### src/rtl/viterbi_frame_ctrl.sv
// Frame sequencer for the encoder / channel / Viterbi-decoder chain: LOAD, TAIL, DRAIN, DONE.
// Optional bit-error statistics are enabled by defining VIT_BER_STATS_EN.
module viterbi_frame_ctrl #(
    parameter int unsigned FRAME_LEN = 256,
    parameter int unsigned TAIL_LEN  = 2,
    parameter int unsigned DEC_LAT   = 20
) (
    input  logic        clk,
    input  logic        rst,
    input  logic        start_i,
    input  logic        src_valid_i,
    input  logic        src_data_i,
    output logic        src_ready_o,
    output logic        enc_enable_o,
    output logic        enc_data_o,
    input  logic        dec_data_i,
    output logic        out_valid_o,
    output logic        out_data_o,
    output logic        busy_o,
    output logic        done_o,
    output logic        underrun_o,
    output logic [15:0] bit_err_cnt_o
);

    localparam int unsigned MaxAb  = (FRAME_LEN > DEC_LAT) ? FRAME_LEN : DEC_LAT;
    localparam int unsigned MaxCnt = (MaxAb > TAIL_LEN) ? MaxAb : TAIL_LEN;
    localparam int unsigned CntW   = $clog2(MaxCnt + 1);

    typedef enum logic [2:0] {StIdle, StLoad, StTail, StDrain, StDone} state_e;

    state_e              state_q, state_d;
    logic [CntW-1:0]     cnt_q, cnt_d;
    logic                underrun_q, underrun_d;
    logic                src_ready_q, src_ready_d;
    logic                enc_enable_q, enc_enable_d;
    logic                busy_q, busy_d;
    logic                done_q, done_d;
    logic [DEC_LAT-1:0]  tag_q, tag_d;
    logic                out_valid_q, out_valid_d;
    logic                out_data_q, out_data_d;
    logic                start_accept;

    assign start_accept = (state_q == StIdle) && start_i;

    always_comb begin
        state_d    = state_q;
        cnt_d      = cnt_q;
        underrun_d = underrun_q;
        case (state_q)
            StIdle: begin
                if (start_i) begin
                    state_d    = StLoad;
                    cnt_d      = '0;
                    underrun_d = 1'b0;
                end
            end
            StLoad: begin
                if (!src_valid_i) underrun_d = 1'b1;
                if (cnt_q == CntW'(FRAME_LEN - 1)) begin
                    state_d = StTail;
                    cnt_d   = '0;
                end else begin
                    cnt_d = cnt_q + CntW'(1);
                end
            end
            StTail: begin
                if (cnt_q == CntW'(TAIL_LEN - 1)) begin
                    state_d = StDrain;
                    cnt_d   = '0;
                end else begin
                    cnt_d = cnt_q + CntW'(1);
                end
            end
            StDrain: begin
                if (cnt_q == CntW'(DEC_LAT - 1)) begin
                    state_d = StDone;
                    cnt_d   = '0;
                end else begin
                    cnt_d = cnt_q + CntW'(1);
                end
            end
            StDone:  state_d = StIdle;
            default: state_d = StIdle;
        endcase

        // Outputs are decoded from the next state so they line up with the state register.
        src_ready_d  = (state_d == StLoad);
        enc_enable_d = (state_d == StLoad) || (state_d == StTail) || (state_d == StDrain);
        busy_d       = (state_d != StIdle);
        done_d       = (state_d == StDone);

        tag_d       = {tag_q[DEC_LAT-2:0], src_ready_q};
        out_valid_d = tag_q[DEC_LAT-1];
        out_data_d  = tag_q[DEC_LAT-1] & dec_data_i;
    end

    always_ff @(posedge clk or posedge rst) begin
        if (rst) begin
            state_q      <= StIdle;
            cnt_q        <= '0;
            underrun_q   <= 1'b0;
            src_ready_q  <= 1'b0;
            enc_enable_q <= 1'b0;
            busy_q       <= 1'b0;
            done_q       <= 1'b0;
            tag_q        <= '0;
            out_valid_q  <= 1'b0;
            out_data_q   <= 1'b0;
        end else begin
            state_q      <= state_d;
            cnt_q        <= cnt_d;
            underrun_q   <= underrun_d;
            src_ready_q  <= src_ready_d;
            enc_enable_q <= enc_enable_d;
            busy_q       <= busy_d;
            done_q       <= done_d;
            tag_q        <= tag_d;
            out_valid_q  <= out_valid_d;
            out_data_q   <= out_data_d;
        end
    end

    // The source bit is passed straight through in the cycle it is consumed.
    assign enc_data_o   = src_ready_q & src_valid_i & src_data_i;
    assign src_ready_o  = src_ready_q;
    assign enc_enable_o = enc_enable_q;
    assign busy_o       = busy_q;
    assign done_o       = done_q;
    assign underrun_o   = underrun_q;
    assign out_valid_o  = out_valid_q;
    assign out_data_o   = out_data_q;

`ifdef VIT_BER_STATS_EN
    logic [DEC_LAT-1:0] ref_q, ref_d;
    logic               ref_out_q, ref_out_d;
    logic [15:0]        err_cnt_q, err_cnt_d;

    always_comb begin
        ref_d     = {ref_q[DEC_LAT-2:0], enc_data_o};
        ref_out_d = ref_q[DEC_LAT-1];
        err_cnt_d = err_cnt_q;
        if (start_accept) begin
            err_cnt_d = 16'd0;
        end else if (out_valid_q && (out_data_q != ref_out_q) && (err_cnt_q != 16'hFFFF)) begin
            err_cnt_d = err_cnt_q + 16'd1;
        end
    end

    always_ff @(posedge clk or posedge rst) begin
        if (rst) begin
            ref_q     <= '0;
            ref_out_q <= 1'b0;
            err_cnt_q <= 16'd0;
        end else begin
            ref_q     <= ref_d;
            ref_out_q <= ref_out_d;
            err_cnt_q <= err_cnt_d;
        end
    end

    assign bit_err_cnt_o = err_cnt_q;
`else
    logic unused_start_accept;
    assign unused_start_accept = start_accept;
    assign bit_err_cnt_o       = 16'd0;
`endif

endmodule

### config.mk
export PLATFORM = sky130hd
export DESIGN_NAME = viterbi_frame_ctrl
export DESIGN_NICKNAME = d
export VERILOG_FILES = /design/src/rtl/viterbi_frame_ctrl.sv
export SDC_FILE = /design/constraint.sdc
export NUM_CORES = 1
export LEC_CHECK = 0
export ABC_AREA = 0
export CAP_MARGIN = 20
export CORE_MARGIN = 10
export CORE_UTILIZATION = 43
export DETAILED_ROUTE_END_ITERATION = 10
export PLACE_DENSITY = 0.82
export SLEW_MARGIN = 20
export SYNTH_ARGS = -nofsm -noshare
export SYNTH_HDL_FRONTEND = slang
export SYNTH_SLANG_ARGS = --single-unit
### constraint.sdc
create_clock -name clk -period 2.4 [get_ports clk]
set_clock_uncertainty 0.2 [all_clocks]
set_input_delay 0.48 -clock clk [delete_from_list [all_inputs] [get_ports clk]]
set_output_delay 0.48 -clock clk [all_outputs]
set_load 0.05 [all_outputs]
==> metrics, run 1 <==
number of synthesized register bits 39; setup repair after global routing missed its margin no; Overflow after GRT 0; largest vdd supply drop 0.4575 mV; most used flip-flop cell after synthesis sky130_fd_sc_hd__dfrtp_1; Tightest Pin Transition 0.5079 ns; hold slack final 0.1497 ns; share of post-route cells with drive strength above 1 0.1744; routability congestion estimate 0.8424; routed vias/inst 4.946; length in cells of the worst reg-to-reg path 10; worst reg2reg endpoint cnt_q[2]$_DFFE_PP0P_; Req. time, crit path 2.36 ns; fmax 0.4568 GHz; Setup Slack @ Placement 0.08672 ns; sequential cell area fraction in the yosys report 0.5575; Commonest cells post-synth sky130_fd_sc_hd__dfrtp_1 (39), sky130_fd_sc_hd__buf_4 (16), sky130_fd_sc_hd__inv_1 (10), sky130_fd_sc_hd__nand3_1 (7); final setup violation count 0; WS Path Type reg -> reg; number of enable flip-flop cells after synthesis 0; die outline height 83.80 µm; CTS tree built; share of the cycle needed by the critical path after routing 0.9121; number of instances in the synthesized netlist 151; final design instance area without fill 0.002002 mm²; count leader, synth sky130_fd_sc_hd__dfrtp_1; average cell area after synthesis 11.59 µm²; setup slack of the worst register-to-register path 0.21 ns; half-perimeter wire length of the detailed placement result 2.162 mm; CORE AREA 0.003971 mm²; routed length per instance 13.56 µm; filler instances 363; Routed Antenna Nets 0; Sinks on Clock Net 39; fin util 0.5041; shortest period the worst path allows 2.189 ns; instance area at placement 0.001909 mm²; post-synthesis cell type count 39; clock root buffer sky130_fd_sc_hd__clkbuf_8; Final TNS setup 0 ns; chain of cells forming the critical path ha_1 -> nand3_1 -> nor2_2 -> nand3_1 -> inv_1 -> ha_1 -> and2b_4 -> and3_1 -> a221oi_2 -> o31ai_2; via count of the first global-routing pass 1,100; cell type contributing the most total cell area after synthesis sky130_fd_sc_hd__dfrtp_1; area used by multi-input combinational logic 636.9 µm²; Slowest Stage Delay on Critical Path 0.41 ns; slowest library cell on the worst path sky130_fd_sc_hd__dfrtp_2; Yosys Warn Count 0; maximum capacitance violations 0; horizontal die dimension 83.80 µm; Bufs and invs on worst path 1; port buffer count 13; Lkg Pwr 0.8115 nW; CTS buffer count 5; Final Hold Vio Count 0; global-route wire length before repair 5.216 mm; dominant cells by area after synthesis sky130_fd_sc_hd__dfrtp_1 (56%), sky130_fd_sc_hd__buf_4 (6.9%), sky130_fd_sc_hd__ha_1 (3.6%); Async S/R FF share, synth 1.000; routed via count 1,098; FP Rows 23; hold worst-path end tag_q[15]$_DFF_PP0_; family with the most delay on the worst path simple AND/OR/NAND/NOR gates; Arr. time, crit path 2.15 ns; worst min-delay path startpoint tag_q[14]$_DFF_PP0_; sequential cell area in the final layout 978.4 µm²; initial core utilization 0.4408; endpoint kind of the worst setup timing path flip-flop; clock-pin slew of the registers on the worst-case setup and hold paths 0.07 ns; Syn Std Cell Area 0.001750 mm²; Post-layout nets 182; number of slew-limit violations in the final report 0; worst min-delay path category reg -> reg; io pins 30; hold path cells 0; H-Tree Level Count 2; CTS max path bufs 2; final worst slack 0.2110 ns; share of the synthesized area in the top cell type 0.5575; Total Routing Usage GR 0.08965; status complete, no violations; 1st-pass router iterations 4; crit path launch type flip-flop; antenna cells 0; final routed DRC violation total 0; Power Density 737.1 mW/mm²; Slew HR 0.6603; R2R Path Start cnt_q[0]$_DFFE_PP0P_; floorplan die area 0.007022 mm²; largest fanout on the critical path 7; clk_lat worst skew 0.28 ns; CTS Hold Bufs 0; pin count of the biggest net entering global routing 40; routed wire length 3.010 mm; setup fix buffers added after clock tree synthesis 0; violation count after the first detailed-routing iteration 62; antenna violations before repair 0; growth of design area from synthesis to finish 14.37%
## power by group
| group | switching [mW] | leakage, nW | total [mW] | internal (mW) |
|---|---|---|---|---|
| sequential | 0.0615 | 0.381 | 0.762 | 0.700 |
| clock | 0.213 | 0.0412 | 0.415 | 0.203 |
| combinational | 0.187 | 0.389 | 0.298 | 0.111 |
| total | 0.461 | 0.811 | 1.48 | 1.01 |
## logic make-up (layout without fill, tap and decap cells)
kind of cell    after synthesis  after routing  synth area share
simple gates                 40             40            0.1308
compound gates               33             33            0.1601
buf+inv                      33             39            0.1137
flops                        39             39            0.5575
fa+ha+maj                     5              5           0.03574
other cells                   1             16          0.002142
## repair_timing
| item | 4_1_cts | 5_1_grt |
|---|---|---|
| resized for setup | 0 | 5 |
| hold endpoints to repair | 0 | 0 |
| setup endpoints to repair | 0 | 8 |
## registers in the layout (all words and copies together) (netlist names)
name,cells
cnt_q,9
out_valid_o,1
enc_enable_o,1
underrun_o,1
src_ready_o,1
busy_o,1
done_o,1
tag_q,20
state_q,3
out_data_o,1
## per-stage QoR
stage | cells | power (mW)
after floorplan | 166 | 1.014
after global placement | 214 | 1.062
after detailed placement | 214 | 1.072
after CTS | 222 | 1.487
after global routing | 222 | 1.557
final | 222 | 1.476
## final cells by class
cell class | instances | area share
flip-flops and latches | 39 | 0.4887
multi-input cells | 94 | 0.3181
repair buffers | 20 | 0.09625
clock buffers | 6 | 0.03625
well taps | 50 | 0.03125
inverters | 11 | 0.02313
clock inverters | 2 | 0.006250
## cells in the final DEF, fill, tap and decap left out, types with 2 or more instances in the layout
| master | n |
|---|---|
| sky130_fd_sc_hd__dfrtp_1 | 37 |
| sky130_fd_sc_hd__conb_1 | 16 |
| sky130_fd_sc_hd__clkdlybuf4s50_1 | 12 |
| sky130_fd_sc_hd__inv_1 | 10 |
| sky130_fd_sc_hd__nand3_1 | 7 |
| sky130_fd_sc_hd__buf_4 | 7 |
| sky130_fd_sc_hd__nand2_1 | 6 |
| sky130_fd_sc_hd__o21ai_0 | 6 |
| sky130_fd_sc_hd__nor3_1 | 5 |
| sky130_fd_sc_hd__nor2_1 | 5 |
| sky130_fd_sc_hd__and3_1 | 5 |
| sky130_fd_sc_hd__ha_1 | 5 |
| sky130_fd_sc_hd__clkbuf_8 | 5 |
| sky130_fd_sc_hd__a21oi_1 | 4 |
| sky130_fd_sc_hd__o31ai_2 | 4 |
| sky130_fd_sc_hd__o211ai_1 | 3 |
| sky130_fd_sc_hd__a22oi_1 | 2 |
| sky130_fd_sc_hd__o21bai_1 | 2 |
| sky130_fd_sc_hd__and4_1 | 2 |
| sky130_fd_sc_hd__a211oi_1 | 2 |
| sky130_fd_sc_hd__a31oi_1 | 2 |
| sky130_fd_sc_hd__a221oi_2 | 2 |
| sky130_fd_sc_hd__dfrtp_2 | 2 |
## worst max-delay path by stage
stage                          from              endpoint  slack [ns]  cells after the start
6_report       cnt_q[0]$_DFFE_PP0P_  cnt_q[2]$_DFFE_PP0P_        0.21                     10
5_1_grt        cnt_q[0]$_DFFE_PP0P_  cnt_q[2]$_DFFE_PP0P_        0.06                     10
4_1_cts        cnt_q[0]$_DFFE_PP0P_  cnt_q[2]$_DFFE_PP0P_        0.07                     10
3_5_place_dp   cnt_q[0]$_DFFE_PP0P_  cnt_q[2]$_DFFE_PP0P_        0.09                     10
3_3_place_gp                start_i  cnt_q[1]$_DFFE_PP0P_        0.13                      6
2_1_floorplan  cnt_q[0]$_DFFE_PP0P_  cnt_q[4]$_DFFE_PP0P_        0.17                     10
## routing by layer
layer  track usage  part of all wire  up-vias
met3       0.05371             0.065        2
met2        0.1359              0.47       20
met4       0.01826            0.0013        0
met5             0                 0        -
li1              -                 -      534
met1        0.1064              0.46      542
(Power assumes the default switching activity.)
==> inputs of run 2 (changes only) <==
CORE_ASPECT_RATIO = 1.4   (was default)
CTS_CLUSTER_DIAMETER = 60   (was default)
GPL_ROUTABILITY_DRIVEN = 0   (was default)
==> metrics, run 2 (synthesis gave the netlist of run 1 again) <==
Bufs and invs on worst path 1 (unchanged); io pins 30 (unchanged); largest fanout on the critical path 6 (-1); WS Path Type reg -> reg; switching power of the nets 0.4756 mW (+3.1%); non-filler instance count after layout 218 (-1.8%); number of slew-limit violations in the final report 0 (unchanged); Total Routing Usage GR 0.09669 (+0.007035); routed wire length 3.239 mm (+7.6%); Routed Antenna Nets 0 (unchanged); final design instance area without fill 0.002038 mm² (+1.8%); instance area at placement 0.001908 mm² (about the same); 1st-pass router iterations 6 (+2); Power Density 729.9 mW/mm² (-0.98%); floorplan die area 0.007059 mm² (+0.52%); top library cells by usage in the layout, fill and taps aside sky130_fd_sc_hd__dfrtp_1 (37), sky130_fd_sc_hd__conb_1 (16), sky130_fd_sc_hd__clkdlybuf4s50_1 (12); half-perimeter wire length of the detailed placement result 2.293 mm (+6.1%); Lkg Pwr 0.8362 nW (+3.0%); number of flip-flops in the largest register 20 (unchanged); filler instances 346 (-4.7%); most common library cell in the layout ignoring fill and taps sky130_fd_sc_hd__dfrtp_1; H-Tree Level Count 2 (unchanged); routed vias/inst 5.239 (+5.9%); overall power consumption 1.488 mW (+0.82%); setup slack of the worst register-to-register path 0.13 ns (-0.09 ns); share of the cycle needed by the critical path after routing 0.9475 (+0.03543); status complete, no violations; slowest library cell on the worst path sky130_fd_sc_hd__dfrtp_2; worst min-delay path category reg -> reg; global-route wire length before repair 5.271 mm (+1.1%); final routed DRC violation total 0 (unchanged); Final Hold Vio Count 0 (unchanged); pin count of the biggest net entering global routing 40 (unchanged); horizontal die dimension 73.92 µm (-12%); CORE AREA 0.003919 mm² (-1.3%); setup repair after global routing missed its margin no; port buffer count 13 (unchanged); maximum capacitance violations 0 (unchanged); die outline height 95.49 µm (+14%); Req. time, crit path 2.37 ns (about the same); crit path launch type flip-flop; FP Rows 27 (+17%); CTS buffer count 5 (unchanged); antenna cells 0 (unchanged); violation count after the first detailed-routing iteration 47 (-24%); growth of design area from synthesis to finish 16.44%; CTS Hold Bufs 0 (unchanged); Slew HR 0.6659 (+0.005592); Post-layout nets 186 (+2.2%); antenna violations before repair 0 (unchanged); fmax 0.4397 GHz (-3.7%); chain of cells forming the critical path ha_1 -> nand3_1 -> nor2_2 -> nand3_1 -> inv_1 -> ha_1 -> and2b_2 -> and4_1 -> a221oi_2 -> o31ai_2; share of post-route cells with drive strength above 1 0.2000 (+0.02558); Slowest Stage Delay on Critical Path 0.40 ns (about the same); final setup violation count 0 (unchanged); family with the most delay on the worst path simple AND/OR/NAND/NOR gates; largest vdd supply drop 0.4913 mV (+7.4%); cell-internal power 1.012 mW (-0.21%); CTS tree built; shortest period the worst path allows 2.274 ns (+0.08503 ns); proportion of power drawn by combinational gates 0.207 (+0.005); clk_lat worst skew 0.29 ns (about the same); routed length per instance 14.86 µm (+9.6%); initial core utilization 0.4467 (+0.005911); count of placed standard cells including taps 208 (-2.8%); hold slack final 0.1473 ns (-0.002423 ns); via count of the first global-routing pass 1,126 (+2.4%); relative contribution of the clock network to total power 0.281 (about the same); Reg with most FFs tag_q; CTS max path bufs 2 (unchanged); Arr. time, crit path 2.24 ns (+0.09 ns); switching power share of the total 0.3197 (+0.006998); clock-pin slew of the registers on the worst-case setup and hold paths 0.07 ns (about the same); clock root buffer sky130_fd_sc_hd__clkbuf_8; Overflow after GRT 0 (unchanged); largest registers tag_q: 20 flops, cnt_q: 9 flops, state_q: 3 flops; Seq pwr share 0.512 (-0.004); Tightest Pin Transition 0.4995 ns (-0.008363 ns); routed via count 1,142 (+4.0%); Sinks on Clock Net 39 (unchanged); Final TNS setup 0 ns (unchanged); endpoint kind of the worst setup timing path flip-flop
==> run 2: cell count changes in the layout (fill, tap and decap cells not counted), sizes merged <==
cell	change
clkbuf	-1
clkinvlp	-1
buf	+4
clkinv	+1
==> run 2: per-layer routing <==
| layer | GRT usage | part of all wire | vias up |
|---|---|---|---|
| li1 | - | - | 543 |
| met1 | 0.1054 | 0.40 | 557 |
| met2 | 0.1467 | 0.49 | 35 |
| met3 | 0.04782 | 0.084 | 7 |
| met4 | 0.05919 | 0.024 | 0 |
| met5 | 0 | 0 | - |
==> run 2: repair_timing <==
item	4_1_cts	5_1_grt
setup buffers	0	3
setup endpoints to repair	0	8
resized for setup	0	6
==> run 2: stage by stage <==
step           setup slack [ns]    util
6_report                 0.1259  0.5201
3_3_place_gp             0.1669  0.4869
2_1_floorplan            0.1662       -
3_5_place_dp            0.06989  0.4869
5_1_grt                0.008488  0.5201
4_1_cts                 0.05137  0.5080
==> run 2: final cells by class <==
cell class	instances	area, µm²	share of cell area
flip-flops and latches	39	978.4	0.4801
multi-input cells	94	641.9	0.3149
repair buffers	24	235.2	0.1154
clock buffers	5	68.82	0.03376
well taps	43	53.80	0.02640
inverters	11	46.29	0.02271
clock inverters	2	13.76	0.006753
==> run 2: worst paths after layout <==
| kind | startpoint | to | cells past startpoint |
|---|---|---|---|
| max | cnt_q[0]$_DFFE_PP0P_ | cnt_q[4]$_DFFE_PP0P_ | 10 |
| min | tag_q[11]$_DFF_PP0_ | tag_q[12]$_DFF_PP0_ | 0 |
| max reg2reg | cnt_q[0]$_DFFE_PP0P_ | cnt_q[4]$_DFFE_PP0P_ | 10 |
| min reg2reg | tag_q[11]$_DFF_PP0_ | tag_q[12]$_DFF_PP0_ | 0 |
| max in group asynchronous | rst | cnt_q[1]$_DFFE_PP0P_ | 3 |
| min in group asynchronous | rst | tag_q[12]$_DFF_PP0_ | 3 |
==> run 2: power by group through the flow <==
stage	logic, mW	clock network (mW)	registers [mW]
floorplan	0.252	0	0.762
global placement	0.294	0	0.773
detailed placement	0.301	0	0.772
CTS	0.301	0.427	0.761
global route	0.334	0.453	0.770
finish	0.307	0.418	0.762
==> inputs of run 3 (changes only) <==
CELL_PAD_IN_SITES_DETAIL_PLACEMENT = 1   (was default)
CELL_PAD_IN_SITES_GLOBAL_PLACEMENT = 1   (was default)
CORE_UTILIZATION = 37   (was 43)
MAX_ROUTING_LAYER = met4   (was default)
PLACE_DENSITY = 0.86   (was 0.82)
==> metrics, run 3 (synthesis gave the netlist of run 1 again) <==
Routed Antenna Nets 0 (unchanged); routed vias/inst 4.837 (-7.7%); Total Routing Usage GR 0.1060 (+0.009312); antenna cells 0 (unchanged); final routed DRC violation total 0 (unchanged); routed wire length 3.734 mm (+15%); most common library cell in the layout ignoring fill and taps sky130_fd_sc_hd__dfrtp_1; Power Density 729.6 mW/mm² (about the same); switching power share of the total 0.3197 (about the same); clock-pin slew of the registers on the worst-case setup and hold paths 0.07 ns (about the same); non-filler instance count after layout 239 (+9.6%); clock root buffer sky130_fd_sc_hd__clkbuf_8; Req. time, crit path 2.37 ns (about the same); Sinks on Clock Net 39 (unchanged); family with the most delay on the worst path simple AND/OR/NAND/NOR gates; Final Hold Vio Count 0 (unchanged); global-route wire length before repair 6.520 mm (+24%); CTS tree built; port buffer count 13 (unchanged); largest fanout on the critical path 6 (unchanged); routed via count 1,156 (+1.2%); antenna violations before repair 0 (unchanged); setup slack of the worst register-to-register path 0.17 ns (+0.05 ns); endpoint kind of the worst setup timing path flip-flop; WS Path Type reg -> reg; chain of cells forming the critical path ha_1 -> nand3_1 -> nor2_2 -> nand3_1 -> inv_1 -> ha_1 -> and2b_4 -> and4_1 -> a221oi_2 -> o31ai_2; FP Rows 29 (+7.4%); largest registers tag_q: 20 flops, cnt_q: 9 flops, state_q: 3 flops; fmax 0.4490 GHz (+2.1%); count of placed standard cells including taps 230 (+11%); setup repair after global routing missed its margin no; Bufs and invs on worst path 1 (unchanged); CTS buffer count 5 (unchanged); slowest library cell on the worst path sky130_fd_sc_hd__dfrtp_1; relative contribution of the clock network to total power 0.278 (-0.003); share of post-route cells with drive strength above 1 0.1808 (-0.01921); Arr. time, crit path 2.19 ns (-0.05 ns); pin count of the biggest net entering global routing 40 (unchanged); clk_lat worst skew 0.29 ns (about the same); top library cells by usage in the layout, fill and taps aside sky130_fd_sc_hd__dfrtp_1 (39), sky130_fd_sc_hd__conb_1 (16), sky130_fd_sc_hd__clkdlybuf4s50_1 (12), sky130_fd_sc_hd__buf_4 (12), sky130_fd_sc_hd__inv_1 (10); Reg with most FFs tag_q; floorplan die area 0.007921 mm² (+12%); number of flip-flops in the largest register 20 (unchanged); final setup violation count 0 (unchanged); share of the cycle needed by the critical path after routing 0.9281 (-0.01945); Seq pwr share 0.510 (-0.002); proportion of power drawn by combinational gates 0.212 (+0.005); Lkg Pwr 0.8365 nW (about the same); die outline height 101.4 µm (+6.2%); number of slew-limit violations in the final report 0 (unchanged); growth of design area from synthesis to finish 17.01%; Post-layout nets 187 (+0.54%); CTS max path bufs 2 (unchanged); via count of the first global-routing pass 1,314 (+17%); largest vdd supply drop 0.4212 mV (-14%); status complete, no violations; worst min-delay path category reg -> reg; crit path launch type flip-flop; Tightest Pin Transition 0.5054 ns (+0.005847 ns); Overflow after GRT 0 (unchanged); maximum capacitance violations 0 (unchanged); violation count after the first detailed-routing iteration 38 (-19%); switching power of the nets 0.4777 mW (+0.44%); shortest period the worst path allows 2.227 ns (-0.04668 ns); half-perimeter wire length of the detailed placement result 2.707 mm (+18%); 1st-pass router iterations 3 (-3); horizontal die dimension 78.13 µm (+5.7%); Final TNS setup 0 ns (unchanged); H-Tree Level Count 2 (unchanged); routed length per instance 15.62 µm (+5.2%); CORE AREA 0.004572 mm² (+17%); Slowest Stage Delay on Critical Path 0.36 ns (-0.04 ns); initial core utilization 0.3829 (-0.06381); cell-internal power 1.017 mW (+0.46%); Slew HR 0.6620 (-0.003910); io pins 30 (unchanged); hold slack final 0.1491 ns (+0.001823 ns)
## run 3: repair_timing
action,in CTS,in global routing
setup buffers,1,0
gates resized for setup,0,3
hold buffers,0,0
endpoints found under the setup margin,2,5
pin swaps,0,0
## run 3: power by group through the flow
stage | Clock [mW] | Combinational [mW] | Sequential (mW)
2_1_floorplan | 0 | 0.252 | 0.762
3_3_place_gp | 0 | 0.302 | 0.771
3_5_place_dp | 0 | 0.308 | 0.775
4_1_cts | 0.437 | 0.315 | 0.762
5_1_grt | 0.458 | 0.348 | 0.769
6_report | 0.416 | 0.316 | 0.763
## run 3: stage by stage
stage / utilization / area (µm²) / power [mW] / worst slack, ns
detailed placement: 0.4275 / 1954 / 1.083 / 0.003008
global route: 0.4480 / 2048 / 1.575 / 0.03600
global placement: 0.4275 / 1954 / 1.073 / 0.04261
finish: 0.4480 / 2048 / 1.494 / 0.1726
CTS: 0.4469 / 2043 / 1.514 / 0.05445
floorplan: - / 1807 / 1.014 / 0.1662
## run 3: layout make-up
cell class,count,area [µm²]
Multi-Input combinational cell,94,636.9
Timing Repair Buffer,25,230.2
Tap cell,62,77.57
Clock buffer,7,76.32
Sequential cell,39,975.9
Clock inverter,1,5.005
Fill cell,531,2524
Inverter,11,46.29
## run 3: per-layer routing
layer / global-route usage / vias up / routed length (µm)
met5: - / - / 0
met4: 0.04288 / 0 / 69
met3: 0.03280 / 6 / 146
met2: 0.1777 / 18 / 1959
met1: 0.1141 / 589 / 1558
li1: - / 543 / -
## run 3: path summary, 6_finish.rpt
kind	from	end	cells past startpoint
worst max-delay path	cnt_q[0]$_DFFE_PP0P_	cnt_q[4]$_DFFE_PP0P_	10
worst min-delay path	tag_q[16]$_DFF_PP0_	tag_q[17]$_DFF_PP0_	0
worst max register to register	cnt_q[0]$_DFFE_PP0P_	cnt_q[4]$_DFFE_PP0P_	10
worst min register to register	tag_q[16]$_DFF_PP0_	tag_q[17]$_DFF_PP0_	0
max in group asynchronous	rst	busy_o$_DFF_PP0_	3
min in group asynchronous	rst	state_q[2]$_DFF_PP0_	3
